[config.mk]
export PLATFORM = sky130hd
export DESIGN_NAME = step_pulse_meter
export DESIGN_NICKNAME = d
export VERILOG_FILES = /design/src/rtl/step_pkg.sv /design/src/rtl/step_edge_sync.sv /design/src/rtl/step_pulse_meter.sv
export SDC_FILE = /design/constraint.sdc
export NUM_CORES = 1
export LEC_CHECK = 0
export ABC_AREA = 1
export CAP_MARGIN = 20
export CORE_MARGIN = 1
export CORE_UTILIZATION = 51
export DETAILED_ROUTE_END_ITERATION = 8
export GPL_ROUTABILITY_DRIVEN = 1
export PLACE_DENSITY = 0.75
export SLEW_MARGIN = 20
export SYNTH_ARGS = -nofsm -noshare
export SYNTH_HDL_FRONTEND = slang
export SYNTH_SLANG_ARGS = --single-unit
[constraint.sdc]
create_clock -name clk -period 1.95 [get_ports clk]
set_input_delay 0.39 -clock clk [delete_from_list [all_inputs] [get_ports clk]]
set_output_delay 0.39 -clock clk [all_outputs]
set_load 0.01 [all_outputs]
[src/rtl/step_pkg.sv]
// Shared definitions for the step pulse generator / meter pair.
// Holds the measurement FSM state encoding and the default counter widths,
// so the generator and the meter agree on count and reduction widths.
package step_pkg;

  // Default width of the pulse counter (matches generator count width).
  localparam int CNT_W_DEF = 31;
  // Default width of period / width / timeout counters.
  localparam int PER_W_DEF = 32;

  typedef enum logic [1:0] {
    IDLE       = 2'd0,
    WAIT_FIRST = 2'd1,
    MEASURE    = 2'd2,
    DONE       = 2'd3
  } step_state_t;

endpackage

[src/rtl/step_edge_sync.sv]
// Step line synchroniser and edge detector.
// Two flops bring the asynchronous step line into the clk domain; a third
// flop holds the previous synchronised value for edge detection. Rising and
// falling edges see the same two-cycle latency, so intervals measured between
// any pair of edges are exact.
// Ports:
//   clk      system clock
//   reset_n  asynchronous active-low reset
//   step_in  asynchronous step line
//   rise     one-cycle pulse on a synchronised rising edge
//   fall     one-cycle pulse on a synchronised falling edge
module step_edge_sync (
  input  logic clk,
  input  logic reset_n,
  input  logic step_in,
  output logic rise,
  output logic fall
);

  // sync_reg[0] = s1, sync_reg[1] = s2, sync_reg[2] = s3
  logic [2:0] sync_reg;

  always_ff @(posedge clk or negedge reset_n) begin
    if (!reset_n) begin
      sync_reg <= 3'b000;
    end else begin
      sync_reg <= {sync_reg[1:0], step_in};
    end
  end

  assign rise = sync_reg[1] & ~sync_reg[2];
  assign fall = ~sync_reg[1] & sync_reg[2];

endmodule

[src/rtl/step_pulse_meter.sv]
// Step pulse meter: receive-side checker for step bursts.
// Counts rising edges of a burst on the synchronised step line and measures
// the period between the two most recent rises and the high width of the most
// recent pulse, in clk cycles. A burst ends when no rise is seen for
// 'timeout' cycles after the last one (timeout = 0 disables the end check).
// Ports:
//   clk          system clock
//   reset_n      asynchronous active-low reset
//   step_in      asynchronous step line
//   arm          one-cycle start strobe; clears results, starts a measurement
//   timeout      idle cycles after the last rise that end a burst
//   pulse_count  rising edges counted in the current / last burst
//   period       cycles between the two most recent rises
//   high_width   cycles from the most recent rise to its falling edge
//   busy         measurement in progress (waiting for first rise or measuring)
//   done         burst finished, results frozen until the next arm
//   jitter       sticky: a new period differed from the previous one
module step_pulse_meter
  import step_pkg::*;
#(
  parameter int CNT_W = CNT_W_DEF,
  parameter int PER_W = PER_W_DEF
) (
  input  logic             clk,
  input  logic             reset_n,
  input  logic             step_in,
  input  logic             arm,
  input  logic [PER_W-1:0] timeout,
  output logic [CNT_W-1:0] pulse_count,
  output logic [PER_W-1:0] period,
  output logic [PER_W-1:0] high_width,
  output logic             busy,
  output logic             done,
  output logic             jitter
);

  logic rise;
  logic fall;

  step_edge_sync u_sync (
    .clk     (clk),
    .reset_n (reset_n),
    .step_in (step_in),
    .rise    (rise),
    .fall    (fall)
  );

  step_state_t      state_reg, state_next;
  logic [CNT_W-1:0] count_reg, count_next;
  logic [PER_W-1:0] period_reg, period_next;
  logic [PER_W-1:0] high_width_reg, high_width_next;
  logic             jitter_reg, jitter_next;
  logic             busy_reg, busy_next;
  logic             done_reg, done_next;
  // gap: cycles since the last rise; high: cycles since the last rise, used
  // to capture the width at the first following fall.
  logic [PER_W-1:0] gap_reg, gap_next;
  logic [PER_W-1:0] high_reg, high_next;
  // Set on each rise, cleared at the first fall so later falls are ignored.
  logic             high_open_reg, high_open_next;

  logic [CNT_W-1:0] count_inc;
  logic [PER_W-1:0] gap_inc;
  logic [PER_W-1:0] high_inc;

  // Saturating increments: counters hold at all-ones rather than wrapping.
  assign count_inc = (&count_reg) ? count_reg : count_reg + CNT_W'(1);
  assign gap_inc   = (&gap_reg)   ? gap_reg   : gap_reg + PER_W'(1);
  assign high_inc  = (&high_reg)  ? high_reg  : high_reg + PER_W'(1);

  always_ff @(posedge clk or negedge reset_n) begin
    if (!reset_n) begin
      state_reg      <= IDLE;
      count_reg      <= '0;
      period_reg     <= '0;
      high_width_reg <= '0;
      jitter_reg     <= 1'b0;
      busy_reg       <= 1'b0;
      done_reg       <= 1'b0;
      gap_reg        <= '0;
      high_reg       <= '0;
      high_open_reg  <= 1'b0;
    end else begin
      state_reg      <= state_next;
      count_reg      <= count_next;
      period_reg     <= period_next;
      high_width_reg <= high_width_next;
      jitter_reg     <= jitter_next;
      busy_reg       <= busy_next;
      done_reg       <= done_next;
      gap_reg        <= gap_next;
      high_reg       <= high_next;
      high_open_reg  <= high_open_next;
    end
  end

  always_comb begin
    state_next      = state_reg;
    count_next      = count_reg;
    period_next     = period_reg;
    high_width_next = high_width_reg;
    jitter_next     = jitter_reg;
    gap_next        = gap_reg;
    high_next       = high_reg;
    high_open_next  = high_open_reg;

    if (arm) begin
      // Arm restarts from any state and swallows a same-cycle edge.
      state_next      = WAIT_FIRST;
      count_next      = '0;
      period_next     = '0;
      high_width_next = '0;
      jitter_next     = 1'b0;
      gap_next        = '0;
      high_next       = '0;
      high_open_next  = 1'b0;
    end else begin
      case (state_reg)
        WAIT_FIRST: begin
          if (rise) begin
            state_next     = MEASURE;
            count_next     = CNT_W'(1);
            gap_next       = PER_W'(1);
            high_next      = PER_W'(1);
            high_open_next = 1'b1;
          end
        end
        MEASURE: begin
          gap_next  = gap_inc;
          high_next = high_inc;
          if (rise) begin
            count_next  = count_inc;
            period_next = gap_reg;
            // Only compare once a previous period has been stored.
            if ((count_reg >= CNT_W'(2)) && (gap_reg != period_reg)) begin
              jitter_next = 1'b1;
            end
            gap_next       = PER_W'(1);
            high_next      = PER_W'(1);
            high_open_next = 1'b1;
          end else begin
            if (fall && high_open_reg) begin
              high_width_next = high_reg;
              high_open_next  = 1'b0;
            end
            if ((timeout != '0) && (gap_reg == timeout)) begin
              state_next = DONE;
            end
          end
        end
        default: begin
          // IDLE and DONE ignore the step line entirely.
        end
      endcase
    end

    busy_next = (state_next == WAIT_FIRST) || (state_next == MEASURE);
    done_next = (state_next == DONE);
  end

  assign pulse_count = count_reg;
  assign period      = period_reg;
  assign high_width  = high_width_reg;
  assign jitter      = jitter_reg;
  assign busy        = busy_reg;
  assign done        = done_reg;

endmodule

[Yosys cells after proc, flatten, opt, wreduce, memory -nomap -nowiden]
Index checks and enable logic that the tools add are counted.
W data, S select, Z words.
Cells by class
  bitwise gates (word level): 4
  muxes and demuxes: 35
  $mul: 0
  shift-type cells: 0
  reduce and logical (&&, ||, !) cells: 20
  add/sub/neg operators: 3
  equality and inequality tests: 14
  order comparisons: 1
  div/mod/pow operators: 0
Operator list (count)
  $mux W32: 14
  $pmux W32 S2: 2
  $mux W31: 4
  $add A32 B1 Y32 const B: 2
  $reduce_and A32 Y1: 2
  $pmux W31 S2: 1
  $eq A32 B32 Y1: 1
  $ne A32 B32 Y1: 1
  $reduce_bool A32 Y1: 1
  $add A31 B1 Y31 const B: 1
  $ge A31 B2 Y1 const B: 1
  $reduce_and A31 Y1: 1
  $reduce_and A3 Y1: 5
  $ne A4 B4 Y1 const B: 3
  $ne A3 B3 Y1 const B: 3
  $mux W1: 8
  $mux W2: 4
  $reduce_bool A2 Y1: 4
  $eq A2 B2 Y1 const B: 3
  $eq A2 B1 Y1 const B: 2
  $pmux W2 S2: 1
  $reduce_and A4 Y1: 1
  $logic_and A1 B1 Y1: 3
  $reduce_bool A3 Y1: 1
  6 further kinds: 8
Word-level totals
  word-level logic and storage cells: 88
  RAM bits: 0
  memories: 0
  memory bits (read-only): 0
  input port bits: 36
  latch bits: 0
  register bits: 168
  output and inout bits: 98

[Longest topological paths before layout]
  word-level depth: 8
  mapped depth: 16
  gate-level depth less buffers: 15

[By module]
A second synthesis with hierarchy kept.
Unflattened totals
  cells, all modules: 1622
  area total of the unflattened synthesis: 11004.3 sq um
By module, submodules not included
  step_pulse_meter: cells each 1615, area an instance 10914.2 sq um, seq. area each 4129.0 sq um, instances 1
  step_edge_sync: cells each 7, area an instance 90.1 sq um, seq. area each 75.1 sq um, instances 1

[Least setup slack after synthesis]
No wires, ideal clock.
  path kind: register -> register
  from: reg state_reg[0]
  to: reg high_reg[31]
  path buffers: 3
  slack: -0.031 ns
  cell stages (with the launch flop): 15
  setup time: 0.131 ns
  required time: 1.819 ns
  period minus slack after synthesis: 1.981 ns
  arrival time: 1.849 ns
  cell sequence: dfrtp_1 inv_1 ha_1 buf_4 inv_2 nor2_8 nand2_2 nor2_1 nand4_1 nand2_2 inv_2 buf_2 buf_6 nand3_1 o21ai_0
Between the ends
  longest elaborated chain between the ends: 3
  elaborated cells between the ends (all ways): 8
  classes of those cells: eq/ne: 4; mux: 2; reduce/logical: 2
RTL lines
  start: declaration: RTL line step_pulse_meter.sv:48  | step_state_t state_reg, state_next;
  start signal: assignment: RTL line step_pulse_meter.sv:84  | state_reg <= state_next;
  $eq A2 B2 Y1 / $eq A2 B1 Y1 (equally long branches): RTL line step_pulse_meter.sv:118  | case (state_reg)
  $ne A4 B4 Y1 (no line) (tied with other cells)
  $reduce_and A3 Y1 (no line) / $mux W32 (equally long branches)
  end signal: assignment: RTL line step_pulse_meter.sv:92  | high_reg <= high_next;
  end: declaration: RTL line step_pulse_meter.sv:58  | logic [PER_W-1:0] high_reg, high_next;
Several ways; a longest one is shown, not always the timed one.
A chain may end at the register's enable or synchronous reset.

[Worst setup path after layout]
  from: reg state_reg[0]
  to: reg count_reg[10] (netlist: pulse_count[10])
Between the ends
  longest elaborated chain between the ends: 3
  elaborated cells between the ends (all ways): 9
  classes of those cells: eq/ne: 5; mux: 2; reduce/logical: 2
RTL lines
  $eq A2 B2 Y1 / $eq A2 B1 Y1 (equally long branches): RTL line step_pulse_meter.sv:118
  $ne A3 B3 Y1 (no line) (tied with other cells)
  $reduce_and A4 Y1 (no line) / $mux W31 (equally long branches)
  end signal: assignment: RTL line step_pulse_meter.sv:85  | count_reg <= count_next;
  end: declaration: RTL line step_pulse_meter.sv:49  | logic [CNT_W-1:0] count_reg, count_next;
Several ways; a longest one is shown, not always the timed one.

==> run summary <==
final critical-path required period: 1.99 ns
status: complete, but fails checks
CP required: 2.28 ns
CTS HTree Levels: 4
flops & latches, synth: 168
vias: 10,849
most common cell after layout, fill and taps aside: nand2_1
family with the most delay on the worst path: simple AND/OR/NAND/NOR gates
Mean Syn Cell Area: 6.99 sq um
DR iter-0 viols: 761
Horiz. Die Dim: 143 um
Yosys top cell area share: 41.3%
CTS clock-pin slew for the worst setup and hold paths: 0.07 ns
final cycle utilization of the critical path: 102%
reg2reg setup slack: -0.04 ns
Chip Height: 143 um
GRT Overall Usage: 32.6%
Mapped Area: 10,200 sq um
CP max FO: 7
die area: 20,500 sq um
worst endpoint data arrival time: 2.31 ns
pwr dens: 768 nW/um^2
Hold Slack: 0.397 ns
Leak Pwr: 6.12 nW
worst r2r src: state_reg[0]$_DFF_PN0_
CTS sink cnt: 168
DRC viols: 0
Crit path top cell by count: inv_6
post-synth top area cell: dfrtp_1
WP buf/inv: 6
Synth area leaders: dfrtp_1 41%, nand2_1 14%, nor2_1 7.2%, nand3_1 6.8%, inv_1 6.0%
drt via density: 5.44
worst vdd ir: 0.000745 V
WL final: 33,900 um
Setup crit end kind: flop
largest net degree at the start of global routing: 63
Max Fclk: 503 MHz
final core utilization: 72.7%
initial core utilization: 52.2%
port bufs: 133
vias in the first global route: 10,393
final worst slack: -0.0376 ns
crit-path max cell delay: 0.38 ns
Core Region: 19,500 sq um
Hold Path Sink: u_sync.sync_reg[0]$_DFF_PN0_
slowest CP cell: dfrtp_1
Slew headroom: 70.2%
wire length per cell: 17.0 um
drt pass-1 iters: 5
EDFF count, synth: 0
most frequent cells in the layout: 359 x nand2_1, 174 x nor2_1, 156 x inv_1
failing checks: setup timing
# IOs: 134
Max Clock Skew: 0.0139 ns
number of clock buffers inserted by TritonCTS: 17
Min-Delay Path Depth: 1
TritonCTS clock tree: done
Post-DP HPWL: 23,900 um
gr ovfl total: 0
share of cells above drive strength 1: 18.6%
Layout area overhead: 39.4%
hold path startpoint: step_in
Cells after Synth: 1,458
Longest Clk Path Bufs: 2
root buf cell: clkbuf_16
FP Rows: 51
Worst-Margin Slew: 0.444 ns
Setup-failing EPs final: 24
Synth Flop Type: dfrtp_1
Yosys Warn Count: 0
synthesized net count: 1,502
post-route ant nets: 0
RSZ-0062 raised after global routing: true
MaxCap Viol Count: 0
crit start category: flop
initial antenna violation count: 0
sequential area share after synthesis: 41.3%
Final GP Congestion: 0.961
FF-to-FF End: pulse_count[10]$_DFFE_PN0P_
total power: 10.9 mW
ys async rst share: 100%
Inserted Diodes: 0
critical path type: reg2reg
CP Cell Sequence: inv_2 > ha_4 > inv_6 > nor2_8 > buf_12 > inv_6 > nor3_4 > nand4_1 > nand2_4 > inv_8 > clkbuf_16 > nand3_1 > o21ai_1
first-pass GRT wire length: 51,300 um
clk_lat worst skew: 0.44 ns
Final Hold Viols: 0
Yosys cell types: 39
Hold WC Path Type: in2reg
R2R cell count: 13
count of final max-slew check failures: 0
Net count, final: 1,762
-- metrics by stage --
step           setup TNS (ns)  std cells  worst slack (ns)  cell area (sq um)
2_1_floorplan               0       1458           0.00235              10200
3_3_place_gp           -27.19       1940            -0.394              12700
3_5_place_dp           -29.26       1940            -0.430              12700
4_1_cts                     0       1976           0.00168              13400
5_1_grt                 -4.93       1996            -0.137              14200
6_report               -0.446       1996           -0.0376              14200
-- timing repair --
action,4_1_cts,5_1_grt
hold endpoints to repair,36,0
gates resized for setup,16,175
pin swaps,7,31
cloned,0,6
hold buffers,1,0
setup buffers,3,14
setup endpoints to repair,60,97
-- metal layers --
layer	global-route usage (%)	up-vias	routed length (um)	part of all wire, %
li1	-	5197	-	-
met1	42.0	5164	14400	43
met2	54.3	394	16300	48
met3	4.50	94	1860	5.5
met4	15.2	0	1310	3.9
met5	0	-	0	0
-- cells in the mapped netlist (2+ instances only) --
cell type / number
ha_1: 8
buf_6: 5
a21oi_1: 31
dfrtp_1: 168
nor2_1: 196
inv_2: 8
nor2_2: 8
o21ai_0: 117
nor2_4: 2
xor2_1: 36
clkbuf_1: 17
nand3_1: 139
clkbuf_2: 3
nand2_2: 7
buf_4: 4
inv_1: 163
nand4_1: 21
o21ai_1: 15
nor3_1: 59
buf_2: 13
o22ai_1: 9
o21a_1: 2
buf_1: 9
xnor2_1: 25
nor3b_1: 2
nor3_2: 2
nand2_1: 373
nor4_1: 5
-- report_power, final --
part | switching (mW) | total, mW | leakage (nW) | internal, mW
combinational | 2.23 | 3.86 | 3.54 | 1.63
sequential | 0.0918 | 3.67 | 2.30 | 3.58
clock | 1.50 | 3.38 | 0.277 | 1.88
total | 3.83 | 10.9 | 6.12 | 7.09
-- area by class of cell --
class | count | area [sq um]
Clock buffer | 21 | 470
Clock inverter | 11 | 110
Fill cell | 1558 | 5330
Inverter | 173 | 687
Multi-Input combinational cell | 1066 | 5540
Sequential cell | 168 | 4220
Tap cell | 265 | 332
Timing Repair Buffer | 291 | 2830
Timing Repair inverter | 1 | 8.76
-- kinds of logic after synthesis --
| kind of cell | synth area share, % |
|---|---|
| AO/OA/AOI/OAI | 9.15 |
| XOR/XNOR | 5.25 |
| adder cells (fa/ha/maj) | 0.983 |
| buffers and inverters | 8.99 |
| flip-flops | 41.3 |
| AND/OR/NAND/NOR | 34.3 |
-- worst max path at each step --
stage,cells after the start,slack (ns),to,startpoint
finish,13,-0.04,pulse_count[10]$_DFFE_PN0P_,state_reg[0]$_DFF_PN0_
global route,12,-0.14,pulse_count[11]$_DFFE_PN0P_,state_reg[0]$_DFF_PN0_
CTS,12,0.002,pulse_count[7]$_DFFE_PN0P_,state_reg[0]$_DFF_PN0_
detailed placement,11,-0.43,high_reg[25]$_DFFE_PN0P_,arm
global placement,11,-0.39,high_reg[25]$_DFFE_PN0P_,arm
floorplan,14,0.002,high_reg[31]$_DFFE_PN0P_,state_reg[0]$_DFF_PN0_
Power figures use the tool's default switching activity.
